<file path="config.mk">
export PLATFORM = sky130hd
export DESIGN_NAME = axi_r_arb2_flat
export DESIGN_NICKNAME = d
export VERILOG_FILES = /design/src/rtl/axi_r_arb2_pkg.sv /design/src/rtl/axi_r_arb2_if.sv /design/src/rtl/axi_r_arb2_rr.sv /design/src/rtl/axi_r_arb2.sv /design/src/flat_wrapper.sv
export SDC_FILE = /design/constraint.sdc
export NUM_CORES = 1
export LEC_CHECK = 0
export BUFFER_PORTS_ARGS = -buffer_cell sky130_fd_sc_hd__buf_2
export CAP_MARGIN = 30
export CORE_AREA = 8 8 202 204
export DETAILED_ROUTE_END_ITERATION = 7
export DIE_AREA = 0 0 210 212
export PLACE_DENSITY = 0.38
export SLEW_MARGIN = 40
export SYNTH_ARGS = -nofsm -noshare
export SYNTH_HDL_FRONTEND = slang
export SYNTH_SLANG_ARGS = --single-unit
</file>
<file path="constraint.sdc">
create_clock -name clk -period 3.9 [get_ports clk]
set_input_delay 0 -clock clk [delete_from_list [all_inputs] [get_ports clk]]
set_output_delay 0 -clock clk [all_outputs]
set_load 0.02 [all_outputs]
</file>
<file path="src/rtl/axi_r_arb2_pkg.sv">
// axi_r_arb2_pkg: shared state and grant-index types for the two-way AXI read arbiter
package axi_arb_pkg;
    typedef enum logic [1:0] {IDLE, ADDR, DATA} state_t;
    typedef logic gnt_t;
endpackage

</file>
<file path="src/rtl/axi_r_arb2_if.sv">
// axi_r_arb2_if: AXI read channel (AR + R) bundle; master drives AR and RREADY, slave drives ARREADY and R
interface axi_r_arb2_if #(
    parameter int ARADDR_W = 32,
    parameter int RDATA_W  = 128
);
    logic                arvalid;
    logic                arready;
    logic [ARADDR_W-1:0] araddr;
    logic [1:0]          arburst;
    logic [7:0]          arlen;
    logic                rvalid;
    logic                rready;
    logic [RDATA_W-1:0]  rdata;
    logic [1:0]          rresp;
    logic                rlast;
    modport master (
        output arvalid, araddr, arburst, arlen, rready,
        input  arready, rvalid, rdata, rresp, rlast
    );
    modport slave (
        input  arvalid, araddr, arburst, arlen, rready,
        output arready, rvalid, rdata, rresp, rlast
    );
endinterface

</file>
<file path="src/rtl/axi_r_arb2_rr.sv">
// rr_arb2: combinational 2-way round-robin picker; on a tie the requester that did not win last time wins
module rr_arb2
    import axi_arb_pkg::*;
(
    input  logic [1:0] req,
    input  gnt_t       last,
    output logic [1:0] gnt_onehot,
    output gnt_t       gnt_idx
);
    always_comb begin
        gnt_idx    = (req == 2'b11) ? ~last : req[1];
        gnt_onehot = (req == 2'b00) ? 2'b00 : (gnt_idx ? 2'b10 : 2'b01);
    end
endmodule

</file>
<file path="src/rtl/axi_r_arb2.sv">
// axi_r_arb2: shares one downstream AXI read channel between two requesters, one burst at a time
module axi_r_arb2
    import axi_arb_pkg::*;
#(
    parameter int ARADDR_W = 32,
    parameter int RDATA_W  = 128
) (
    input  logic         clk,
    input  logic         rst,
    axi_r_arb2_if.slave  m0,
    axi_r_arb2_if.slave  m1,
    axi_r_arb2_if.master s,
    output logic         len_err
);
    state_t              state, state_nxt;
    gnt_t                grant, last_grant, gnt_idx;
    logic [1:0]          gnt_oh;
    logic [ARADDR_W-1:0] addr_q;
    logic [1:0]          burst_q;
    logic [7:0]          len_q, cnt;
    logic                ar_hs, beat, m0_sel, m1_sel;

    rr_arb2 u_rr (
        .req        ({m1.arvalid, m0.arvalid}),
        .last       (last_grant),
        .gnt_onehot (gnt_oh),
        .gnt_idx    (gnt_idx)
    );

    always_comb begin
        ar_hs      = state == IDLE && |gnt_oh;
        m0_sel     = state == DATA && !grant;
        m1_sel     = state == DATA && grant;
        m0.arready = state == IDLE && gnt_oh[0];
        m1.arready = state == IDLE && gnt_oh[1];
        s.arvalid  = state == ADDR;
        s.araddr   = addr_q;
        s.arburst  = burst_q;
        s.arlen    = len_q;
        s.rready   = (m0_sel && m0.rready) || (m1_sel && m1.rready);
        beat       = s.rvalid && s.rready;
        m0.rvalid  = m0_sel && s.rvalid;
        m0.rdata   = m0_sel ? s.rdata : {RDATA_W{1'b0}};
        m0.rresp   = m0_sel ? s.rresp : 2'b00;
        m0.rlast   = m0_sel && s.rlast;
        m1.rvalid  = m1_sel && s.rvalid;
        m1.rdata   = m1_sel ? s.rdata : {RDATA_W{1'b0}};
        m1.rresp   = m1_sel ? s.rresp : 2'b00;
        m1.rlast   = m1_sel && s.rlast;
        state_nxt  = ar_hs ? ADDR :
                     (state == ADDR && s.arready) ? DATA :
                     (state == DATA && beat && s.rlast) ? IDLE : state;
    end

    always_ff @(posedge clk)
        state <= rst ? IDLE : state_nxt;

    // only RLAST ends a burst; a count disagreement just raises the sticky flag
    always_ff @(posedge clk) begin
        if (rst) begin
            grant      <= 1'b0;
            last_grant <= 1'b1;
            cnt        <= 8'd0;
            len_err    <= 1'b0;
            addr_q     <= '0;
            burst_q    <= 2'b00;
            len_q      <= 8'd0;
        end else begin
            if (ar_hs) begin
                grant   <= gnt_idx;
                cnt     <= 8'd0;
                addr_q  <= gnt_idx ? m1.araddr : m0.araddr;
                burst_q <= gnt_idx ? m1.arburst : m0.arburst;
                len_q   <= gnt_idx ? m1.arlen : m0.arlen;
            end
            if (beat) begin
                cnt <= cnt + 8'd1;
                if (s.rlast != (cnt == len_q))
                    len_err <= 1'b1;
                if (s.rlast)
                    last_grant <= grant;
            end
        end
    end
endmodule

</file>
<file path="src/flat_wrapper.sv">
// flat-port wrapper written by rule: the top's interface ports become plain ports
module axi_r_arb2_flat import axi_arb_pkg::*;
#(
    parameter int ARADDR_W = 32,
    parameter int RDATA_W  = 128
)
  (clk, rst, len_err, m0_arvalid, m0_araddr, m0_arburst, m0_arlen, m0_rready, m0_arready, m0_rvalid, m0_rdata, m0_rresp, m0_rlast, m1_arvalid, m1_araddr, m1_arburst, m1_arlen, m1_rready, m1_arready, m1_rvalid, m1_rdata, m1_rresp, m1_rlast, s_arvalid, s_araddr, s_arburst, s_arlen, s_rready, s_arready, s_rvalid, s_rdata, s_rresp, s_rlast);
  axi_r_arb2_if #(.ARADDR_W(ARADDR_W), .RDATA_W(RDATA_W)) m0_i ();
  axi_r_arb2_if #(.ARADDR_W(ARADDR_W), .RDATA_W(RDATA_W)) m1_i ();
  axi_r_arb2_if #(.ARADDR_W(ARADDR_W), .RDATA_W(RDATA_W)) s_i ();
  input  logic clk;
  input  logic rst;
  output logic len_err;
  input wire logic [$bits(m0_i.arvalid)-1:0] m0_arvalid;
  input wire logic [$bits(m0_i.araddr)-1:0] m0_araddr;
  input wire logic [$bits(m0_i.arburst)-1:0] m0_arburst;
  input wire logic [$bits(m0_i.arlen)-1:0] m0_arlen;
  input wire logic [$bits(m0_i.rready)-1:0] m0_rready;
  output wire logic [$bits(m0_i.arready)-1:0] m0_arready;
  output wire logic [$bits(m0_i.rvalid)-1:0] m0_rvalid;
  output wire logic [$bits(m0_i.rdata)-1:0] m0_rdata;
  output wire logic [$bits(m0_i.rresp)-1:0] m0_rresp;
  output wire logic [$bits(m0_i.rlast)-1:0] m0_rlast;
  input wire logic [$bits(m1_i.arvalid)-1:0] m1_arvalid;
  input wire logic [$bits(m1_i.araddr)-1:0] m1_araddr;
  input wire logic [$bits(m1_i.arburst)-1:0] m1_arburst;
  input wire logic [$bits(m1_i.arlen)-1:0] m1_arlen;
  input wire logic [$bits(m1_i.rready)-1:0] m1_rready;
  output wire logic [$bits(m1_i.arready)-1:0] m1_arready;
  output wire logic [$bits(m1_i.rvalid)-1:0] m1_rvalid;
  output wire logic [$bits(m1_i.rdata)-1:0] m1_rdata;
  output wire logic [$bits(m1_i.rresp)-1:0] m1_rresp;
  output wire logic [$bits(m1_i.rlast)-1:0] m1_rlast;
  output wire logic [$bits(s_i.arvalid)-1:0] s_arvalid;
  output wire logic [$bits(s_i.araddr)-1:0] s_araddr;
  output wire logic [$bits(s_i.arburst)-1:0] s_arburst;
  output wire logic [$bits(s_i.arlen)-1:0] s_arlen;
  output wire logic [$bits(s_i.rready)-1:0] s_rready;
  input wire logic [$bits(s_i.arready)-1:0] s_arready;
  input wire logic [$bits(s_i.rvalid)-1:0] s_rvalid;
  input wire logic [$bits(s_i.rdata)-1:0] s_rdata;
  input wire logic [$bits(s_i.rresp)-1:0] s_rresp;
  input wire logic [$bits(s_i.rlast)-1:0] s_rlast;
  assign m0_i.arvalid = m0_arvalid;
  assign m0_i.araddr = m0_araddr;
  assign m0_i.arburst = m0_arburst;
  assign m0_i.arlen = m0_arlen;
  assign m0_i.rready = m0_rready;
  assign m0_arready = m0_i.arready;
  assign m0_rvalid = m0_i.rvalid;
  assign m0_rdata = m0_i.rdata;
  assign m0_rresp = m0_i.rresp;
  assign m0_rlast = m0_i.rlast;
  assign m1_i.arvalid = m1_arvalid;
  assign m1_i.araddr = m1_araddr;
  assign m1_i.arburst = m1_arburst;
  assign m1_i.arlen = m1_arlen;
  assign m1_i.rready = m1_rready;
  assign m1_arready = m1_i.arready;
  assign m1_rvalid = m1_i.rvalid;
  assign m1_rdata = m1_i.rdata;
  assign m1_rresp = m1_i.rresp;
  assign m1_rlast = m1_i.rlast;
  assign s_arvalid = s_i.arvalid;
  assign s_araddr = s_i.araddr;
  assign s_arburst = s_i.arburst;
  assign s_arlen = s_i.arlen;
  assign s_rready = s_i.rready;
  assign s_i.arready = s_arready;
  assign s_i.rvalid = s_rvalid;
  assign s_i.rdata = s_rdata;
  assign s_i.rresp = s_rresp;
  assign s_i.rlast = s_rlast;
  axi_r_arb2 #(.ARADDR_W(ARADDR_W), .RDATA_W(RDATA_W)) u_core (.clk(clk), .rst(rst), .m0(m0_i), .m1(m1_i), .s(s_i), .len_err(len_err));
endmodule
</file>
=== Word level (Yosys, flattened, before mapping) ===
Cells that the tools add are included.
Widths: inputs -> output; s select.

* Input bits: 223
* Bits in registers: 55

* Equality and inequality tests: 5
* Muxes and demuxes: 15
* Add/sub/neg operators: 1
* Bitwise logic cells: 1
* Reductions and logical operators: 26

{| class="wikitable"
|+ Operators with widths
! operator !! count
|-
| $mux 128 || 2
|-
| $mux 32 || 1
|-
| $mux 8 || 3
|-
| $logic_and 1x1->1 || 15
|-
| $mux 2 || 7
|-
| $add 8x1->8 const B || 1
|-
| $eq 8x8->1 || 1
|-
| $eq 2x2->1 const B || 2
|-
| $logic_not 2->1 || 2
|-
| $reduce_and 2->1 || 2
|-
| $reduce_bool 2->1 || 2
|-
| $reduce_or 2->1 || 2
|-
| $reduce_bool 3->1 || 1
|-
| $eq 2x1->1 const B || 1
|-
| $mux 1 || 2
|-
| $logic_not 1->1 || 1
|-
| $logic_or 1x1->1 || 1
|-
| $ne 1x1->1 || 1
|-
| $not 1->1 || 1
|}

=== Longest topological paths before layout ===
Gate-level depths: netlist of the first run.

* Word-level depth: 10
* Gate-level depth with buffers: 6
* Depth with buffers taken out: 5

=== By module ===
From an unflattened synthesis of the first run, not the netlist that was laid out.

* Cell total of the unflattened synthesis: 577
* Area total of the unflattened synthesis: 4423.0 um^2

{| class="wikitable"
|+ By module, submodules not included
! module !! cells an instance !! instances !! area an instance (um^2) !! seq. area each (um^2)
|-
| axi_r_arb2 || 573 || 1 || 4396.7 || 1101.1
|-
| rr_arb2 || 4 || 1 || 26.3 || 0.0
|}

=== Worst setup path before layout of the first run ===
OpenSTA, ideal clock, no wires.

* Kind: flip-flop to output port
* From: register u_core.state[1]
* To: output m1_rdata[100]
* Data arrival time: 1.429 ns
* Cell stages (with the launch flop): 7
* Buffers on the path: 4
* Slack: 2.471 ns
* Data required time: 3.900 ns
* Cell sequence: dfxtp_1 -> buf_2 -> and3b_1 -> clkbuf_1 -> buf_2 -> clkbuf_1 -> and2_1

* Longest elaborated chain between the ends: 3

{| class="wikitable"
|+ Ends and longest elaborated chain
! element !! line !! source
|-
| from (decl) || axi_r_arb2.sv:15 || <nowiki>state_t state, state_nxt;</nowiki>
|-
| from (signal assigned) || axi_r_arb2.sv:56 || <nowiki>state <= rst ? IDLE : state_nxt;</nowiki>
|-
| $eq 2x2->1 || axi_r_arb2.sv:33 || <nowiki>m1_sel = state == DATA && grant;</nowiki>
|-
| $logic_and 1x1->1 || axi_r_arb2.sv:33 ||
|-
| $mux 128 || axi_r_arb2.sv:47 || <nowiki>m1.rdata = m1_sel ? s.rdata : {RDATA_W{1'b0}};</nowiki>
|-
| to (decl) || flat_wrapper.sv:31 || <nowiki>output wire logic [$bits(m1_i.rdata)-1:0] m1_rdata;</nowiki>
|}

Every way passes these cells.

=== Worst setup path after layout of the first run ===
* From: register u_core.state[1]
* To: output m1_rdata[1]

The elaborated chain is that of the path after synthesis.

==> results of run 1 <==
==> per-stage QoR <==
stage          worst slack, ns  area (µm²)
2_1_floorplan            2.471        4347
3_3_place_gp             1.840        7528
3_5_place_dp             1.970        7552
4_1_cts                  1.640        7741
5_1_grt                  1.492        7790
6_report                 1.694        7797
==> cells in the final DEF, fill, tap and decap left out, types with 8 or more instances in the layout <==
cell type,count
sky130_fd_sc_hd__a211oi_1,44
sky130_fd_sc_hd__a21oi_1,9
sky130_fd_sc_hd__and2_1,265
sky130_fd_sc_hd__buf_2,533
sky130_fd_sc_hd__dfxtp_1,55
sky130_fd_sc_hd__diode_2,10
sky130_fd_sc_hd__mux2i_1,42
sky130_fd_sc_hd__nand2_1,8
sky130_fd_sc_hd__nor2_1,49
sky130_fd_sc_hd__xnor2_1,9
==> cells in the mapped netlist (2+ instances only) <==
master	count	area [µm²]
sky130_fd_sc_hd__nand3_1	5	25.02
sky130_fd_sc_hd__a211oi_1	44	330.3
sky130_fd_sc_hd__nor2_1	49	183.9
sky130_fd_sc_hd__xnor2_1	9	78.83
sky130_fd_sc_hd__dfxtp_1	55	1101
sky130_fd_sc_hd__a21oi_1	9	45.04
sky130_fd_sc_hd__nand3b_1	3	22.52
sky130_fd_sc_hd__and3b_1	2	17.52
sky130_fd_sc_hd__nand4_1	2	12.51
sky130_fd_sc_hd__inv_1	2	7.510
sky130_fd_sc_hd__mux2i_1	42	420.4
sky130_fd_sc_hd__o21ai_0	3	15.01
sky130_fd_sc_hd__buf_2	11	55.05
sky130_fd_sc_hd__nand2_1	8	30.03
sky130_fd_sc_hd__buf_1	5	18.77
sky130_fd_sc_hd__clkbuf_1	35	131.4
sky130_fd_sc_hd__and2_1	265	1658
sky130_fd_sc_hd__nor3_1	6	30.03
==> what timing repair did <==
action                                 in CTS  in global routing
hold buffers                                3                  0
resized for setup                           0                  0
endpoints found under the hold margin       2                  0
==> layout make-up <==
| type | count | area (µm²) |
|---|---|---|
| fill | 4322 | 30130 |
| multi-input combinational | 466 | 3059 |
| timing repair buffer | 544 | 2798 |
| sequential | 55 | 1101 |
| tap | 518 | 648.1 |
| clock buffer | 6 | 128.9 |
| clock inverter | 1 | 30.03 |
| antenna | 10 | 25.02 |
| inverter | 2 | 7.507 |
==> flip-flops by register name, indices dropped and copies added, names as in the netlist <==
| register | flops |
|---|---|
| u_core.s.arburst | 2 |
| u_core.grant | 1 |
| u_core.state | 2 |
| u_core.cnt | 8 |
| u_core.s.araddr | 32 |
| u_core.last_grant | 1 |
| u_core.s.arlen | 8 |
| u_core.len_err | 1 |
==> layer usage <==
layer	vias up	GRT usage	wire length (µm)
met5	-	0	13
met4	2	0.03354	414
met3	23	0.03302	2237
met2	270	0.2052	14230
met1	2588	0.1320	11260
li1	2901	-	-
==> cell families (layout without fill, tap and decap cells) <==
kind of cell | count (synthesis) | after routing | synth area share
and+or+nand+nor | 347 | 347 | 0.4672
AOI/OAI and AO/OA | 65 | 65 | 0.1071
DFF | 55 | 55 | 0.2533
buffers and inverters | 53 | 553 | 0.04894
muxes | 44 | 44 | 0.1025
xor gates and xnor gates | 9 | 9 | 0.01814
adders and majority gates | 1 | 1 | 0.002878
other | 0 | 10 | 0
==> power groups by stage <==
stage,combinational [mW],sequential (mW),clock (mW)
2_1_floorplan,0.330,0.738,0
3_3_place_gp,0.735,0.675,0
3_5_place_dp,0.733,0.678,0
4_1_cts,0.737,0.666,0.535
5_1_grt,0.793,0.675,0.555
6_report,0.726,0.663,0.508
==> worst min path at each step <==
| stage | start | end | slack (ns) | cells past startpoint |
|---|---|---|---|---|
| 2_1_floorplan | m1_araddr[31] | u_core.s.araddr[31] | 0.15 | 2 |
| 3_3_place_gp | m1_araddr[31] | u_core.s.araddr[31] | 0.28 | 3 |
| 3_5_place_dp | m1_araddr[31] | u_core.s.araddr[31] | 0.29 | 3 |
| 4_1_cts | m0_arburst[0] | u_core.s.arburst[0] | 0.03 | 3 |
| 5_1_grt | m0_arburst[0] | u_core.s.arburst[0] | 0.05 | 3 |
| 6_report | m0_araddr[20] | u_core.s.araddr[20] | 0.04 | 3 |
==> worst min-delay path: stages <==
cell and delay, ns:
sky130_fd_sc_hd__buf_2 0.10, sky130_fd_sc_hd__mux2i_1 0.11, sky130_fd_sc_hd__a211oi_1 0.08
==> run summary, run 1 <==
The count of H-tree levels built during CTS is 2. The region available for standard cell placement spans 0.03793 mm². The effective utilization at floorplan came out at 0.1146. Of the available clock period, the critical path in the final layout requires 0.5656.

The final hold violation count was 0. The measured slew at the worst slew-check pin came out at 0.7107 ns. The post-synthesis area per instance came out at 7.573 µm². The cell area power density is 243.3 mW/mm². The leakage power figure is 4.385 nW. Static timing analysis puts the maximum clock frequency at 453.4 MHz. The ratio of routed vias to standard cells is 3.610. Max-cap violations in this run came to 0. The sequential share of power is 0.350. The x dimension of the die is 210 µm.

Clock tree synthesis selected as its root buffer the cell sky130_fd_sc_hd__clkbuf_16. The required time of the critical path came out at 3.90 ns. For this run, the leading register cell type out of synthesis is sky130_fd_sc_hd__dfxtp_1. The number of warnings issued by yosys is 0. On the final layout, the worst clock skew is 0.005391 ns. For the worst flop-to-flop path, the logic depth is 6.

TritonCTS built the clock tree. The gate count of the mapped netlist is 574. STA classifies the critical path startpoint as a register. The startpoint of the worst setup timing path is u_core.state[1]. The initial antenna violation count is 14. The arrival time at the worst endpoint came out at 2.21 ns.

The DRC violation total after the first TritonRoute iteration is 222. In this run the deepest clock path goes through 2 buffers. In this run, synthesis produced a sequential element count of 55.

The worst reg2reg path endpoint is u_core.s.araddr[31]. The clock input transition at the sequential cells of the worst setup and hold paths is 0.07 ns. In this run the worst path has a maximum fanout of 62. The net count reported at finish is 1298. Power comes to 1.897 mW.

The register-to-register path setup slack is 1.81 ns. The total iterations of the first detailed-routing run came out at 4. The worst supply voltage drop on vdd is 0.1708 mV. The count of flip-flops with a built-in enable after synthesis came out at 0.

The post-synthesis sequential area ratio is 0.2533. The final standard cell utilization of the core came out at 0.2056. The count of input and output buffers is 533. The aggregate negative setup slack is 0 ns. The share of total power in combinational logic came out at 0.382. The clock net in this run drives a total of 55 sinks. The max-slew violation count was 0. The final non-filler cell total is 1602. The remaining global-route overflow is 0. Setup repair after global routing left no endpoint under its margin. From bottom edge to top edge, the die measures 212 µm. After layout, the minimum clock period comes to 2.206 ns.

The clock network latency to the later pin of the worst-skew pair came out at 0.30 ns. Clock tree synthesis inserted a total of 5 buffers. The total half-perimeter wirelength after legalization and detailed placement came out at 24.53 mm.

The net count after synthesis came out at 798. Measured against its own limit, the worst slew margin works out to 0.5212. The fraction of power spent switching nets is 0.3644. The die outline area came out at 0.04452 mm². The critical path ends at m1_rdata[1]. Post-CTS timing repair inserted 0 buffers for setup. The worst setup path is captured at an output pin.

The worst stage delay on the critical path is 0.54 ns. Setup violations remaining at the end of the flow were counted as 0. The number of distinct library cell variants in the gate-level netlist after synthesis came out at 37. The signal on the critical path passes through and3b_4, buf_12, buf_4, and2_1, buf_2. The worst hold path belongs to the class in -> reg. The number of gates on the worst path with buffers counted came out at 5. The slowest stage of the critical path is the sky130_fd_sc_hd__and3b_4 cell. The worst setup path is of the reg -> out kind. For this run, the total global-route usage over all layers was measured as 0.1149.

On the critical path the largest part of the delay comes from simple AND/OR/NAND/NOR gates. The I/O pin count came out at 534. The flow ran to the end, and the final reports show no timing, DRC or antenna violations. The final weighted congestion in routability-driven placement is 0.8456. The number of nets with antenna violations after routing came out at 0. The total net switching power is 0.6912 mW. For this run, design rule violations remaining after detail routing come to 0. The via count of the routed design came out at 5784. The number of placed instances with taps included came out at 1581. The share of synthesized flip-flops with an asynchronous set or reset came out at 0. The via count of the first global-routing pass was 5764. The number of placement rows came out at 72. The first global-routing pass estimated 39.07 mm of wire. Compared with the post-synthesis result, the final layout area differs by 79.39%. The pin count of the biggest net entering global routing came out at 134. The proportion of power drawn by the clock network came out at 0.268. The final wirelength came out at 28.16 mm.

The startpoint of the most critical register-to-register path is u_core.last_grant. The internal power is 1.205 mW. The count of buffering cells on the critical path with inverters included is 3. The mean routed wirelength per cell came out at 17.57 µm. The ratio of cells with drive above 1 in the final layout is 0.5149.

The post-route worst hold slack is 0.03970 ns. The mapped netlist covers 0.004347 mm².
Power figures use the tool's default switching activity.
==> inputs of run 2 (changes only) <==
--- a/config.mk
+++ b/config.mk
@@ -7,10 +7,10 @@
 export LEC_CHECK = 0
 export BUFFER_PORTS_ARGS = -buffer_cell sky130_fd_sc_hd__buf_2
 export CAP_MARGIN = 30
-export CORE_AREA = 8 8 202 204
+export CORE_AREA = 8 8 199 201
 export DETAILED_ROUTE_END_ITERATION = 7
-export DIE_AREA = 0 0 210 212
-export PLACE_DENSITY = 0.38
+export DIE_AREA = 0 0 207 209
+export PLACE_DENSITY = 0.39
 export SLEW_MARGIN = 40
 export SYNTH_ARGS = -nofsm -noshare
 export SYNTH_HDL_FRONTEND = slang
==> constraint.sdc (replaced) <==
create_clock -name clk -period 2.2 [get_ports clk]
set_input_delay 0 -clock clk [delete_from_list [all_inputs] [get_ports clk]]
set_output_delay 0 -clock clk [all_outputs]
set_load 0.02 [all_outputs]
==> run 2 against run 1 <==
Setup slack worse by 1.5 ns. Die area down 2.8%. First-iteration DRC count is 1.8% higher. Non-clock buffer count grew 3. Flip-flop and latch count is the same. Power increased by 81%. Count of clock-buffer cells in the layout unchanged. Via count down 0.85%. Final area decreased by 0.37%. Sequential share of layout area rose by 0.052 points. Sequential power grew 78%. Critical endpoint is now m1_rdata[111].
==> run summary, run 2 (same netlist as run 1, synthesis figures left out) <==
The run finished with clean final reports. The mean routed wirelength per cell is 17.98 µm (+2.3%). The leakage power figure is 4.413 nW (+0.65%). The share of total power in combinational logic is 0.378 (-0.004).

The total half-perimeter wirelength after legalization and detailed placement is 24.37 mm (-0.65%). The number of placed instances with taps included came out at 1536 (-2.8%). The flip-flop count of the largest register, all copies and words added came out at 32 (unchanged).

The number of placement rows is 70 (-2.8%). The sequential share of power came out at 0.343 (-0.007). The worst relative slew slack came out at 0.4789 (-0.04225). The number of maximum-capacitance constraint violations is 0 (unchanged). The ratio of routed vias to standard cells is 3.702 (+2.5%).

The area added between synthesis and finish came out at 78.73%. The die outline area is 0.04326 mm² (-2.8%). The worst supply voltage drop on vdd is 0.3137 mV (+84%). The total iterations of the first detailed-routing run came to 6 (+2).

The via count of the first global-routing pass is 5923 (+2.8%). STA classifies the critical path endpoint as an output pin. The net count reported at finish is 1301 (+0.23%).

The measured slew at the worst slew-check pin came to 0.7734 ns (+0.06272 ns). The clock input transition at the sequential cells of the worst setup and hold paths is 0.07 ns (about the same). The final wirelength was 27.85 mm (-1.1%).

The number of clock buffers inserted by TritonCTS is 5 (unchanged). The cell area power density is 442.1 mW/mm² (+82%). The number of clock sinks was 55 (unchanged). The clock network latency to the later pin of the worst-skew pair came to 0.30 ns (about the same). The core box area came out at 0.03626 mm² (-4.4%). Dividing the final minimum period by the clock period gives 0.8898.

Derived from the worst setup path, the maximum achievable clock frequency is 510.8 MHz. The final non-filler cell total came out at 1549 (-3.3%). The x dimension of the die was 207 µm (-1.4%).

The remaining global-route overflow was 0 (unchanged). The maximum buffer depth of the clock tree came to 2 (unchanged). Leaving out fill and tap cells, the most frequent cells in the layout are 532 x sky130_fd_sc_hd__buf_2, 265 x sky130_fd_sc_hd__and2_1, 55 x sky130_fd_sc_hd__dfxtp_1, 49 x sky130_fd_sc_hd__nor2_1, 44 x sky130_fd_sc_hd__a211oi_1. The die height came to 209 µm (-1.4%). The aggregate negative setup slack came out at 0 ns (unchanged). The worst stage delay on the critical path came to 0.52 ns (-0.02 ns). The commonest non-fill, non-tap cell in the layout is sky130_fd_sc_hd__buf_2.

STA classifies the critical path startpoint as a register. The maximum fanout along the worst path came out at 66 (+6.5%). The path category of the worst min-delay check is in -> reg. The number of instances resized during post-cts repair came out at 0 (unchanged).

The cell sitting at the root of the clock tree is a sky130_fd_sc_hd__clkbuf_16. Walking the worst path, the cells encountered are and3b_4, buf_12, and2_1, buf_2. The final total power came out at 3.434 mW (+81%).

The count of buffering cells on the critical path with inverters included was 2 (-1). The final-report setup violation count came out at 0 (unchanged). The fraction of power spent switching nets came out at 0.3638 (-0.0006143). The kind of cell adding the most delay to the critical path is simple AND/OR/NAND/NOR gates. The I/O pin count was 534 (unchanged). The count of H-tree levels built during CTS is 2 (unchanged). The DRC violation count after routing came out at 0 (unchanged). The via count of the routed design is 5735 (-0.85%).

The number of nets with antenna violations after routing is 0 (unchanged). The effective utilization at floorplan came out at 0.1199 (+0.005268). The worst-path cell with the longest stage delay is sky130_fd_sc_hd__dfxtp_1. The minimum clock period came out at 1.958 ns.

The ratio of cells with drive above 1 in the final layout is 0.5186 (+0.003655). The critical path is of the reg -> out type. The final weighted congestion in routability-driven placement is 0.8502 (+0.54%).

The DRC violation total after the first TritonRoute iteration came to 226 (+1.8%). The first-pass GRT wire length came to 40.39 mm (+3.4%). The internal power is 2.185 mW (+81%). Setup repair after global routing left no endpoint under its margin. The max-slew violation count is 0 (unchanged).

The total net switching power came out at 1.249 mW (+81%). The arrival time at the worst endpoint came to 1.96 ns (-0.25 ns). The proportion of power drawn by the clock network came out at 0.280 (+0.012). The total global routing track utilization is 0.1203 (+0.005343). The setup skew after layout came out at 0.007475 ns (+0.002084 ns). The final hold violation count was 0 (unchanged).

The pin count of the biggest net entering global routing was 134 (unchanged). TritonCTS built the clock tree. The initial antenna violation count came out at 7 (-7). The required time of the critical path is 2.20 ns (-1.70 ns). The count of input and output buffers is 533 (unchanged).
==> run 2: stage by stage <==
| stage | cell area [µm²] | hold slack, ns | util | setup WS, ns |
|---|---|---|---|---|
| after floorplan | 4347 | 0.1504 | - | 0.7713 |
| after global placement | 7561 | 0.2635 | 0.2085 | 0.5768 |
| after detailed placement | 7564 | 0.2729 | 0.2086 | 0.5669 |
| after CTS | 7761 | 0.02579 | 0.2140 | 0.2458 |
| after global routing | 7766 | 0.03466 | 0.2142 | 0.08770 |
| final | 7769 | 0.03597 | 0.2143 | 0.2423 |
==> run 2: worst paths after layout <==
kind / start / end / slack, ns / depth (start not counted)
worst min register to register: u_core.len_err / u_core.len_err / 0.48 / 2
worst max register to register: u_core.grant / u_core.cnt[5] / 0.54 / 4
worst min-delay path: m0_araddr[31] / u_core.s.araddr[31] / 0.04 / 3
worst max-delay path: u_core.state[1] / m1_rdata[111] / 0.24 / 4
==> run 2: timing repair <==
item	in CTS	in global routing
endpoints found under the hold margin	2	0
setup buffers	0	0
hold buffers	2	0
==> run 2: area by class of cell <==
class	count	area (µm²)
multi-input combinational	466	3059
fill	4108	28490
tap	468	585.6
sequential	55	1101
clock inverter	2	38.79
timing repair buffer	547	2830
antenna	3	7.507
inverter	2	7.507
clock buffer	6	138.9
==> run 2: tightest hold or removal path: cells and delay by family <==
kind,cells,cell delay (ns)
and+or+nand+nor,1,0.09
buffers and inverters,1,0.11
AOI/OAI and AO/OA,1,0.08
==> run 2: power by group through the flow <==
stage | combinational [mW] | sequential (mW) | clock, mW
2_1_floorplan | 0.585 | 1.31 | 0
3_3_place_gp | 1.32 | 1.20 | 0
3_5_place_dp | 1.32 | 1.20 | 0
4_1_cts | 1.32 | 1.18 | 1.01
5_1_grt | 1.42 | 1.20 | 1.04
6_report | 1.30 | 1.18 | 0.960
==> run 2: metal layers <==
layer  track usage  wire length [µm]  vias up
met5             0                12        -
met4       0.01701               133        2
met3       0.03592              2227       14
met2        0.2179             14050      279
met1        0.1410             11420     2545
li1              -                 -     2895
==> inputs of run 3 (changes only) <==
--- a/config.mk
+++ b/config.mk
@@ -5,12 +5,14 @@
 export SDC_FILE = /design/constraint.sdc
 export NUM_CORES = 1
 export LEC_CHECK = 0
-export BUFFER_PORTS_ARGS = -buffer_cell sky130_fd_sc_hd__buf_2
+export BUFFER_PORTS_ARGS = -buffer_cell sky130_fd_sc_hd__buf_4
 export CAP_MARGIN = 30
 export CORE_AREA = 8 8 199 201
+export CTS_CLUSTER_SIZE = 30
 export DETAILED_ROUTE_END_ITERATION = 7
 export DIE_AREA = 0 0 207 209
 export PLACE_DENSITY = 0.39
+export REMOVE_ABC_BUFFERS = 1
 export SLEW_MARGIN = 40
 export SYNTH_ARGS = -nofsm -noshare
 export SYNTH_HDL_FRONTEND = slang
==> run 3 against run 2 <==
Die area is the same. Final area increased by 16%. Flip-flop and latch count unchanged. Combinational power grew 19%. First-iteration DRC count up 2.7%. Register-to-register slack got worse by 0.27 ns. Non-clock buffer count fell by 6. Sequential power hardly changed. Clock power shrank 15%. Largest cell class is now non-clock buffers.
==> run summary, run 3 (same netlist as run 1, synthesis figures left out) <==
The run finished with clean final reports. The DRC violation count after routing came to 0 (unchanged). The path category of the worst min-delay check is in -> reg. The die outline area came to 0.04326 mm² (unchanged). The sequential share of power came out at 0.333 (-0.010). The worst hold path startpoint is m0_araddr[22]. The critical path is of the reg -> out type.

The endpoint of the worst hold-timing path is u_core.s.araddr[22]. The library cells used most frequently in the layout, excluding fill and tap cells, are 533 x sky130_fd_sc_hd__buf_4, 265 x sky130_fd_sc_hd__and2_1, 55 x sky130_fd_sc_hd__dfxtp_1, 49 x sky130_fd_sc_hd__nor2_1, 44 x sky130_fd_sc_hd__a211oi_1. The clock network latency to the later pin of the worst-skew pair came to 0.30 ns (about the same). The worst supply voltage drop on vdd is 0.3416 mV (+8.9%).

The post-route worst setup slack came out at 0.2079 ns (-0.03441 ns). The max-slew violation count is 0 (unchanged). The number of buffers inserted to repair setup after CTS came out at 0 (unchanged).

Leaving out fill and tap cells, the most frequent cell in the layout is sky130_fd_sc_hd__buf_4. The cell depth of the worst hold path was 3 (unchanged). The achievable clock frequency came out at 502.0 MHz (-1.7%). The count of H-tree levels built during CTS came out at 2 (unchanged). The number of placement rows is 70 (unchanged). The total global routing track utilization is 0.1450 (+0.02470). The net count reported at finish came out at 1295 (-0.46%). The number of maximum-capacitance constraint violations is 0 (unchanged).

The die height is 209 µm (unchanged). The maximum fanout along the worst path was 133 (+100%). The proportion of power drawn by the clock network was 0.230 (-0.050). The leakage power figure is 4.547 nW (+3.0%). The core box area is 0.03626 mm² (unchanged).

The DRC violation total after the first TritonRoute iteration is 232 (+2.7%). The worst relative slew slack came out at 0.4580 (-0.02097). The x dimension of the die came out at 207 µm (unchanged).

The routing usage on met1 came to 0.1625 (+0.02150). The tree is rooted in a sky130_fd_sc_hd__clkbuf_16. Setup repair after global routing left no endpoint under its margin.

The number of clock buffers inserted by TritonCTS came out at 5 (unchanged). The final weighted congestion in routability-driven placement came out at 0.8551 (+0.58%). The fraction of power spent switching nets came out at 0.3630 (-0.0007927). met2 is the most crowded layer. The first-pass GRT wire length is 46.47 mm (+15%). The final standard cell utilization of the core came to 0.2492 (+0.03496). The cell area power density came out at 393.1 mW/mm² (-11%). The share of total power in combinational logic is 0.436 (+0.058). The arrival time at the worst endpoint is 1.99 ns (+0.03 ns). The final wirelength came out at 33.35 mm (+20%). TritonCTS built the clock tree. The setup skew after layout was 0.004946 ns (-0.002529 ns). The effective utilization at floorplan is 0.1199 (unchanged). The via count of the routed design came out at 5714 (-0.37%).

The worst reg2reg path endpoint is u_core.s.araddr[31]. The post-route fraction of the period consumed by the critical path is 0.9055 (+0.01564). The mean routed wirelength per cell was 21.60 µm (+20%). The required time of the critical path came to 2.20 ns (about the same). The flip-flop count of the largest register, all copies and words added came out at 32 (unchanged). In this run the critical register-to-register path is launched from u_core.state[0]. The pre-CTS setup slack came out at 0.4999 ns (-0.06699 ns). The number of clock sinks is 55 (unchanged). The measured slew at the worst slew-check pin is 0.8046 ns (+0.03113 ns). The maximum buffer depth of the clock tree is 2 (unchanged). The clock input transition at the sequential cells of the worst setup and hold paths is 0.08 ns (about the same). The number of nets with antenna violations after routing came to 0 (unchanged).

STA classifies the critical path startpoint as a register. The pin count of the biggest net entering global routing came out at 134 (unchanged). The aggregate negative setup slack is 0 ns (unchanged). The total iterations of the first detailed-routing run is 4 (-2). The worst setup path is captured at an output pin. The ratio of routed vias to standard cells is 3.701 (about the same). The I/O pin count was 534 (unchanged).

The minimum clock period is 1.992 ns (+0.03441 ns). The global routing usage on met2 came out at 0.2638 (+0.04589). The count of input and output buffers was 533 (unchanged). The internal power is 2.263 mW (+3.6%).

The via count of the first global-routing pass came to 6015 (+1.6%). The final-report setup violation count is 0 (unchanged). The routing usage on met3 was 0.05073 (+0.01482). The register-to-register path setup slack was 0.27 ns (-0.27 ns). The startpoint of the worst setup timing path is u_core.state[1]. The initial antenna violation count came out at 4 (-3). The total half-perimeter wirelength after legalization and detailed placement came out at 28.88 mm (+18%). The ratio of cells with drive above 1 in the final layout was 0.5131 (-0.005493). The number of cells traversed by the worst register-to-register path came to 5 (+1). The area added between synthesis and finish came out at 107.9%. The total net switching power came out at 1.290 mW (+3.2%).

The remaining global-route overflow came out at 0 (unchanged). The final hold violation count was 0 (unchanged).
[run 3: cell count changes in the layout (fill, tap and decap cells not counted), sizes merged]
cell	previous run	this run
dlygate4sd3	2	3
buf	545	538
diode	3	4
clkbuf	6	7
bufinv	1	0
[run 3: layout make-up]
cell class                      instances  area, µm²
Fill cell                            4036      27220
Timing Repair Buffer                  541       4131
Multi-Input combinational cell        466       3059
Sequential cell                        55       1101
Tap cell                              468      585.6
Clock buffer                            7      132.6
Antenna cell                            4      10.01
Clock inverter                          1      8.758
Inverter                                2      7.507
[run 3: timing repair]
| action | 4_1_cts | 5_1_grt |
|---|---|---|
| hold buffers | 3 | 0 |
| hold endpoints to repair | 2 | 0 |
| gates resized for setup | 0 | 0 |
[run 3: worst max-delay path, stage by stage (launching register included)]
cell and delay [ns]:
sky130_fd_sc_hd__dfxtp_1 0.51, sky130_fd_sc_hd__nor3b_4 0.28, sky130_fd_sc_hd__buf_12 0.37, sky130_fd_sc_hd__and2_1 0.24
sky130_fd_sc_hd__buf_4 0.17
[run 3: through the flow]
stage	cell area (µm²)	power (mW)	cells	hold WS (ns)
after floorplan	4141	1.901	523	0.06907
after global placement	8855	2.787	1529	0.2685
after detailed placement	8855	2.788	1529	0.2743
after CTS	9026	3.650	1540	0.03416
after global routing	9034	3.780	1543	0.06643
final	9036	3.552	1544	0.04496
[run 3: power groups by stage]
stage               Combinational, mW  Clock, mW  Sequential [mW]
floorplan                       0.588          0             1.31
global placement                 1.59          0             1.20
detailed placement               1.58          0             1.21
CTS                              1.59      0.877             1.19
global route                     1.68      0.897             1.20
finish                           1.55      0.819             1.18
[run 3: per-layer routing]
metal  wire length, µm  vias up  share of wire
met5                13        -        0.00039
met4               326        2         0.0098
met3              2805       11          0.084
met2             17030      282           0.51
met1             13180     2537           0.40
li1                  -     2882              -
[run 3: worst max-delay path by stage]
stage	end	slack [ns]
final	m0_rdata[90]	0.21
after global routing	m0_rdata[90]	0.07
after CTS	m0_rvalid	0.16
after detailed placement	m0_rvalid	0.50
after global placement	m0_rvalid	0.49
after floorplan	u_core.s.araddr[31]	-3.35
